## config.mk

```make
export PLATFORM = sky130hd
export DESIGN_NAME = pc_sequencer
export DESIGN_NICKNAME = d
export VERILOG_FILES = /design/src/rtl/pc_seq_pkg.sv /design/src/rtl/pc_target_adder.sv /design/src/rtl/pc_sequencer.sv
export SDC_FILE = /design/constraint.sdc
export NUM_CORES = 1
export LEC_CHECK = 0
export BUFFER_PORTS_ARGS = -buffer_cell sky130_fd_sc_hd__buf_4
export CAP_MARGIN = 20
export CORE_MARGIN = 2
export CORE_UTILIZATION = 47
export CTS_CLUSTER_DIAMETER = 150
export DETAILED_ROUTE_END_ITERATION = 7
export PLACE_DENSITY = 0.74
export SLEW_MARGIN = 20
export SYNTH_ARGS = -nofsm -noshare
export SYNTH_HDL_FRONTEND = slang
export SYNTH_SLANG_ARGS = --single-unit
```

## constraint.sdc

```tcl
create_clock -name clk -period 6.21 [get_ports clk]
set_clock_uncertainty 0.1 [all_clocks]
set_input_delay 0.9315 -clock clk [delete_from_list [all_inputs] [get_ports clk]]
set_output_delay 0.9315 -clock clk [all_outputs]
set_load 0.1 [all_outputs]
```

## src/rtl/pc_seq_pkg.sv

```systemverilog
// Shared definitions for the fetch-stage PC sequencer: FSM encoding and
// alignment helper used by the target adders and the top level.
package pc_seq_pkg;

    localparam int ST_W = 2;

    typedef enum logic [ST_W-1:0] {
        BOOT = 2'd0,
        RUN  = 2'd1,
        TRAP = 2'd2
    } seq_state_t;

    // Number of low address bits that must be zero for an INST_BYTES-aligned address.
    function automatic int align_lsb(input int inst_bytes);
        return (inst_bytes <= 1) ? 0 : $clog2(inst_bytes);
    endfunction

endpackage

```

## src/rtl/pc_target_adder.sv

```systemverilog
// XLEN-wide wrapping adder with an optional INST_BYTES alignment check on the sum.
module pc_target_adder
    import pc_seq_pkg::*;
#(
    parameter int XLEN        = 32,
    parameter int INST_BYTES  = 4,
    parameter bit ALIGN_CHECK = 1'b1
) (
    input  logic [XLEN-1:0] a,
    input  logic [XLEN-1:0] b,
    output logic [XLEN-1:0] sum,
    output logic            misaligned
);

    localparam int              LSB  = align_lsb(INST_BYTES);
    localparam logic [XLEN-1:0] MASK = XLEN'((64'd1 << LSB) - 64'd1);

    assign sum        = a + b;
    assign misaligned = ALIGN_CHECK && ((sum & MASK) != '0);

endmodule

```

## src/rtl/pc_sequencer.sv

```systemverilog
// Fetch-stage program counter: BOOT/RUN/TRAP sequencing, prioritised jump/branch/stall
// redirects, registered PC+INST_BYTES, and trap entry on misaligned redirect targets.
module pc_sequencer
    import pc_seq_pkg::*;
#(
    parameter int              XLEN         = 32,
    parameter int              INST_BYTES   = 4,
    parameter logic [XLEN-1:0] RESET_VECTOR = 32'h0000_0000,
    parameter logic [XLEN-1:0] TRAP_VECTOR  = 32'h0000_0100,
    parameter bit              ALIGN_CHECK  = 1'b1
) (
    input  logic            clk,
    input  logic            reset,
    input  logic            stall,
    input  logic            branch_taken,
    input  logic [XLEN-1:0] branch_pc,
    input  logic [XLEN-1:0] branch_offset,
    input  logic            jump_valid,
    input  logic [XLEN-1:0] jump_target,
    input  logic            trap_ack,
    output logic [XLEN-1:0] pc_out,
    output logic [XLEN-1:0] pc_next_seq,
    output logic            pc_valid,
    output logic            trap_pending,
    output logic [XLEN-1:0] trap_addr,
    output logic [ST_W-1:0] seq_state
);

    localparam int              LSB      = align_lsb(INST_BYTES);
    localparam logic [XLEN-1:0] VEC_MASK = XLEN'((64'd1 << LSB) - 64'd1);

    seq_state_t      state_q, state_d;
    logic [XLEN-1:0] pc_q, pc_d;
    logic [XLEN-1:0] seq_q, seq_d;
    logic [XLEN-1:0] trap_addr_q, trap_addr_d;
    logic            trap_q, trap_d;

    logic [XLEN-1:0] tgt_a, tgt_b, tgt;
    logic            tgt_misaligned;
    logic            seq_misaligned;

    // Jump has priority, so feeding it through the same adder with a zero
    // addend gives one target and one alignment check for both redirect kinds.
    assign tgt_a = jump_valid ? jump_target : branch_pc;
    assign tgt_b = jump_valid ? '0 : branch_offset;

    pc_target_adder #(
        .XLEN        (XLEN),
        .INST_BYTES  (INST_BYTES),
        .ALIGN_CHECK (ALIGN_CHECK)
    ) u_redirect_adder (
        .a          (tgt_a),
        .b          (tgt_b),
        .sum        (tgt),
        .misaligned (tgt_misaligned)
    );

    // Increment is taken from the next PC so pc_next_seq lands on the same edge as pc_out.
    pc_target_adder #(
        .XLEN        (XLEN),
        .INST_BYTES  (INST_BYTES),
        .ALIGN_CHECK (ALIGN_CHECK)
    ) u_seq_adder (
        .a          (pc_d),
        .b          (XLEN'(INST_BYTES)),
        .sum        (seq_d),
        .misaligned (seq_misaligned)
    );

    // NOTE: every always_comb output gets a default first so no path infers a latch.
    always_comb begin
        state_d     = state_q;
        pc_d        = pc_q;
        trap_d      = trap_q;
        trap_addr_d = trap_addr_q;
        pc_valid    = 1'b0;

        case (state_q)
            BOOT: state_d = RUN;
            RUN: begin
                pc_valid = 1'b1;
                if (jump_valid || branch_taken) begin
                    if (tgt_misaligned) begin
                        pc_d        = TRAP_VECTOR;
                        trap_addr_d = tgt;
                        trap_d      = 1'b1;
                        state_d     = TRAP;
                    end else begin
                        pc_d = tgt;
                    end
                end else if (!stall) begin
                    pc_d = seq_q;
                end
            end
            TRAP: begin
                if (trap_ack) begin
                    trap_d  = 1'b0;
                    state_d = RUN;
                end
            end
            default: state_d = BOOT;
        endcase
    end

    // NOTE: sequential state uses non-blocking assignments only, so every register
    // samples the pre-edge value of every other one.
    always_ff @(posedge clk) begin
        if (reset) begin
            state_q     <= BOOT;
            pc_q        <= RESET_VECTOR;
            seq_q       <= RESET_VECTOR + XLEN'(INST_BYTES);
            trap_q      <= 1'b0;
            trap_addr_q <= '0;
        end else begin
            state_q     <= state_d;
            pc_q        <= pc_d;
            seq_q       <= seq_d;
            trap_q      <= trap_d;
            trap_addr_q <= trap_addr_d;
        end
    end

    assign pc_out       = pc_q;
    assign pc_next_seq  = seq_q;
    assign trap_pending = trap_q;
    assign trap_addr    = trap_addr_q;
    assign seq_state    = state_q;

    a_vectors_aligned: assert property (@(posedge clk)
        reset |-> (((RESET_VECTOR & VEC_MASK) == '0) && ((TRAP_VECTOR & VEC_MASK) == '0)));

    // From aligned vectors the sequential path can only produce aligned addresses.
    a_seq_aligned: assert property (@(posedge clk) disable iff (reset) !seq_misaligned);

endmodule

```

Word level (Yosys, flattened, before mapping)
Cells that the tools add are included.
{"block": "word_totals", "regBits": 99, "in_bits": 102, "elab_cells": 34}
{"block": "classes", "n_eq_ne": 5, "n_addsub": 2, "muxes": 15, "reduce_logical": 7}
{"cell": "2-to-1 mux 32 bit", "count": 6}
{"cell": "adder 32 x 3 -> 32 bit, second input constant", "count": 1}
{"cell": "adder 32 bit", "count": 1}
{"cell": "nonzero test 32 bit", "count": 1}
{"cell": "2-to-1 mux 2 bit", "count": 3}
{"cell": "!= test 2 bit, second input constant", "count": 3}
{"cell": "one-hot mux 2 bit (3 select lines)", "count": 1}
{"cell": "AND reduction 3 bit", "count": 2}
{"cell": "2-to-1 mux 1 bit", "count": 4}
{"cell": "AND reduction 4 bit", "count": 1}
{"cell": "equality test 2 x 1 -> 1 bit, second input constant", "count": 1}
{"cell": "equality test 2 bit, second input constant", "count": 1}
{"cell": "logical NOT 2 bit", "count": 1}
{"cell": "one-hot mux 1 bit (2 select lines)", "count": 1}
{"cell": "nonzero test 2 bit", "count": 1}
{"cell": "logical OR 1 bit", "count": 1}

Longest topological paths before layout
{"block": "logic_depth", "depth_word": 7, "mapped_depth": 20, "depth_no_buf": 16}

Hierarchy
A second synthesis with hierarchy kept.
{"block": "unflattened", "hier_cells": 935, "hier_area_um2": 7644.8}
{"module": "pc_sequencer", "instances": 1, "area_each_um2": 4194.0, "seq_area_each_um2": 1981.9, "cells_per_inst": 461}
{"module": "pc_target_adder at u_seq_adder", "instances": 1, "area_each_um2": 1731.7, "seq_area_each_um2": 0.0, "cells_per_inst": 237}
{"module": "pc_target_adder at u_redirect_adder", "instances": 1, "area_each_um2": 1719.1, "seq_area_each_um2": 0.0, "cells_per_inst": 237}

Worst setup path after synthesis
OpenSTA, ideal clock, no wires.
{"block": "synth_timing", "path_kind": "in2reg", "start": "input jump_valid", "end": "register seq_q[28], in the netlist pc_next_seq[28]", "t_required_ns": 5.987, "arrival_time_ns": 5.583, "cell_stages": 17, "setup_slack_ns": 0.404, "cell_sequence": "clkbuf_1 > clkbuf_1 > mux2_2 > ha_1 > inv_1 > fa_1 > nand2b_1 > a211oi_4 > o211ai_4 > a2111oi_2 > nor3b_1 > or4b_4 > nor3_4 > nand3_2 > or4_4 > nor3_1 > mux2_1"}
{"block": "synth_via", "elab_chain_cells": 7, "elab_cells_between_ends": 9, "classes_between": "2 x add/sub; 5 x mux; 2 x reduce/logical"}
{"element": "start, declared", "line": "pc_sequencer.sv:18", "source": "input logic jump_valid,"}
{"element": "2-to-1 mux 32 bit (on tied branches)", "line": "pc_sequencer.sv:44, pc_sequencer.sv:45"}
{"element": "adder 32 bit", "line": "pc_target_adder.sv:18", "source": "assign sum = a + b;"}
{"element": "nonzero test 32 bit", "line": "pc_target_adder.sv:19", "source": "assign misaligned = ALIGN_CHECK && ((sum & MASK) != '0);"}
{"element": "2-to-1 mux 32 bit", "line": "pc_sequencer.sv:83", "source": "if (tgt_misaligned) begin"}
{"element": "2-to-1 mux 32 bit (*)", "line": "pc_sequencer.sv:82", "source": "if (jump_valid || branch_taken) begin"}
{"element": "2-to-1 mux 32 bit (*)", "line": "pc_sequencer.sv:78", "source": "case (state_q)"}
{"element": "adder 32 x 3 -> 32 bit (*)", "line": "pc_target_adder.sv:18"}
{"element": "end signal, assigned", "line": "pc_sequencer.sv:111", "source": "seq_q <= RESET_VECTOR + XLEN'(INST_BYTES);"}
{"element": "end signal, assigned", "line": "pc_sequencer.sv:117", "source": "seq_q <= seq_d;"}
{"element": "end, declared", "line": "pc_sequencer.sv:34", "source": "logic [XLEN-1:0] seq_q, seq_d;"}
Every way passes the cells marked *; elsewhere a longest branch is shown, timed or not.
A chain may end at the register's enable or synchronous reset.

Worst setup path after layout
Ends and elaborated chain as after synthesis.

==> results.sh <==
export IMPL_worstPathArrival_ns=5.81
export IMPL_route_vias_total=7168
export IMPL_drt_total_wl_um=21600
export IMPL_fmax_ghz=0.176
export IMPL_syn2layout_area_growth_pct=28.7
export IMPL_post_cts_setup_buffers=0
export IMPL_track_usage_pct=27.6
export IMPL_hp_class="reg -> reg"
export IMPL_setup_viol=0
export IMPL_muxShareOfSynthArea_pct=7.03
export IMPL_syn_inst=877
export IMPL_whs_ns=0.355
export IMPL_clk_latency_ns=0.36
export IMPL_h_tree_depth=3
export IMPL_min_period_ns=5.67
export IMPL_io_pins=202
export IMPL_cts_sinks=97
export IMPL_synth_compound_area_share_pct=20.8
export IMPL_seq_area_um2=1940
export IMPL_start_util_pct=48.4
export IMPL_crit_type="in -> reg"
export IMPL_die_area_um2=15300
export IMPL_clk_pin_slew_ns=0.07
export IMPL_nets=1186
export IMPL_place_gp_congestion=0.902
export IMPL_cp_max_fo=34
export IMPL_fill_cells=1307
export IMPL_dr_pass1_iters=7
export IMPL_ant_nets=0
export IMPL_row_count=43
export IMPL_numCtsBuffers=9
export IMPL_grt_overflow=0
export IMPL_cts_root_buf="clkbuf_16"
export IMPL_cap_viol_max_count=0
export IMPL_cts_hold_buf=0
export IMPL_wire_per_inst_um=17.5
export IMPL_synth_seq_cells=97
export IMPL_synth_xor_area_share_pct=5.84
export IMPL_cp_slowest_cell="or4b_4"
export IMPL_rsz0062_at_grt="false"
export IMPL_synth_net_count=1012
export IMPL_synthTopCellsByArea="dfxtp_1 29%, nor2_1 6.3%, a21oi_1 6.2%, ha_1 5.9%, mux2_2 5.5%"
export IMPL_clockBufferDepth=2
export IMPL_numPortBuffers=201
export IMPL_antenna_found_initial=0
export IMPL_dp_hpwl_um=16600
export IMPL_design_area_um2=8680
export IMPL_syn_area_um2=6750
export IMPL_drive_above_1_share_pct=27.4
export IMPL_ys_flop_type="dfxtp_1"
export IMPL_fp_coreArea_um2=13900
export IMPL_vias_per_cell=5.80
export IMPL_cts_resized=0
export IMPL_synthSimpleGateAreaFrac_pct=26.8
export IMPL_crit_buf_inv=2
export IMPL_powerDensity_nw_per_um2=269
export IMPL_yosysWarnings=0
export IMPL_crit_path_max_incr_delay_ns=0.60
export IMPL_maxSlewViolCount=0
export IMPL_die_h_um=124
export IMPL_path_cells="buf_4 > mux2_2 > ha_1 > inv_1 > fa_1 > nor2b_1 > nand2_1 > a2111oi_2 > nor3b_1 > or4b_4 > nor3_4 > nand3_2 > or4_4 > nor3_1 > mux2_1"
export IMPL_antennaDiodeCount=0
export IMPL_report_power_total_mw=2.33
export IMPL_multiInputGateArea_um2=4510
export IMPL_endpoint_kind="register"
export IMPL_synthAdderAreaFrac_pct=6.23
export IMPL_yosys_area_top_type_share_pct=28.8
export IMPL_max_slew_margin_pct=30.3
export IMPL_start_kind="input port"
export IMPL_critPathTopFamily="simple AND/OR/NAND/NOR gates"
export IMPL_ys_types=74
export IMPL_fp_dieW_um=124
export IMPL_ir_drop_mv=0.179
export IMPL_synth_edf_count=0
export IMPL_yosys_area_top_type="dfxtp_1"
export IMPL_fin_crit_sh_pct=91.3
export IMPL_outcome="completed"
export IMPL_drt_initial_drc_count=777
export IMPL_ys_seq_area_share_pct=28.8
export IMPL_hold_viol_final=0
export IMPL_drc=0
export IMPL_place_area_um2=8380
export IMPL_synth_top_family_by_area="simple AND/OR/NAND/NOR gates"
export IMPL_p_leak_nw=3.69
export IMPL_cts_tree="yes"
export IMPL_grt_start_max_net_pins=97
export IMPL_ys_async_sr_fraction_pct=0
export IMPL_first_global_vias=6416
export IMPL_tns_ns=0
export IMPL_synth_area_per_cell_um2=7.69
export IMPL_cp_data_required_time_ns=6.35
export IMPL_grt_pass1_wl_um=32800
export IMPL_max_slew_worst_pin_slew_ns=1.04
[synthesized netlist by cell type (11+ instances only)]
master    number
clkbuf_1      36
xor2_1        21
a21oi_1       84
nor3_1        24
nand4_1       18
or3_1         11
nor2b_1       43
nand2b_1      15
nor2_1       113
nand2_1       96
xnor2_1       24
nand3_1       14
inv_1         18
mux2_2        33
ha_1          32
o21ai_0       38
dfxtp_1       97
[sequential cells by signal, summed over array words and instances (netlist names)]
name,count
pc_next_seq,30
trap_pending,1
pc_out,32
trap_addr,32
seq_state,2
[worst register-to-register path: cells and delay by family (launching register included)]
kind,cells,cell delay [ns]
muxes,1,0.34
DFF,1,0.45
AOI/OAI and AO/OA,4,1.25
and+or+nand+nor,6,2.10
[cells by family after synthesis]
kind of cell	count (synthesis)
XOR/XNOR	45
buffers and inverters	74
adder cells (fa/ha/maj)	33
multiplexers	43
AO/OA/AOI/OAI	214
AND/OR/NAND/NOR	371
flip-flops	97
[cells in the final DEF, fill, tap and decap left out, types with 4 or more instances in the layout]
master,synthesis,final
inv_1,18,18
clkbuf_16,0,9
buf_4,5,218
nor4_1,6,6
xnor2_1,24,24
o22ai_1,4,4
a22o_1,7,7
nor2_1,113,112
o21a_1,5,5
nand4_1,18,18
a22oi_1,5,5
mux2i_1,8,8
a222oi_1,9,9
ha_1,32,32
or3_1,11,11
a21oi_1,84,84
a211oi_1,5,5
mux2_2,33,33
nor3_1,24,23
a31oi_1,8,8
o21ai_0,38,38
nor3b_1,6,6
and3_1,8,8
nand3_1,14,14
xor2_1,21,21
nand2b_1,15,15
nand2_1,96,96
dfxtp_1,97,97
nor2b_1,43,43
[where the power goes]
| part | internal [mW] | switching [mW] |
|---|---|---|
| sequential | 0.673 | 0.0347 |
| clock | 0.326 | 0.255 |
| combinational | 0.292 | 0.753 |
[worst paths after layout]
path / startpoint / endpoint / slack (ns) / cells past startpoint
min: trap_addr[14]$_SDFFE_PP0P_ / trap_addr[14]$_SDFFE_PP0P_ / 0.35 / 2
max: jump_valid / pc_next_seq[28]$_SDFF_PP0_ / 0.54 / 15
min reg2reg: trap_addr[14]$_SDFFE_PP0P_ / trap_addr[14]$_SDFFE_PP0P_ / 0.35 / 2
max reg2reg: seq_state[0]$_SDFFE_PP0P_ / pc_next_seq[28]$_SDFF_PP0_ / 1.85 / 11
[area by class of cell]
cell class,count,share of cell area (%)
clock buffers,11,2.80
well taps,180,2.59
flip-flops and latches,97,22.4
clock inverters,5,0.692
repair buffers,218,18.8
inverters,19,0.821
multi-input cells,706,51.9
[per-stage QoR]
step	setup WS, ns	util [%]	instances
floorplan	0.404	-	877
global placement	0.413	60.1	1220
detailed placement	0.261	60.1	1220
global route	0.344	62.3	1236
finish	0.537	62.3	1236
CTS	0.576	62.3	1236
[per-layer routing]
| layer | wire length, um | up-vias | global-route usage (%) | share of wire [%] |
|---|---|---|---|---|
| met5 | 0 | - | 0 | 0 |
| met4 | 363 | 0 | 7.88 | 1.7 |
| met3 | 2330 | 32 | 6.64 | 11 |
| met2 | 9560 | 338 | 41.4 | 44 |
| met1 | 9370 | 3315 | 39.4 | 43 |
| li1 | - | 3483 | - | - |
Note: power is estimated with default switching activity, not from simulation.
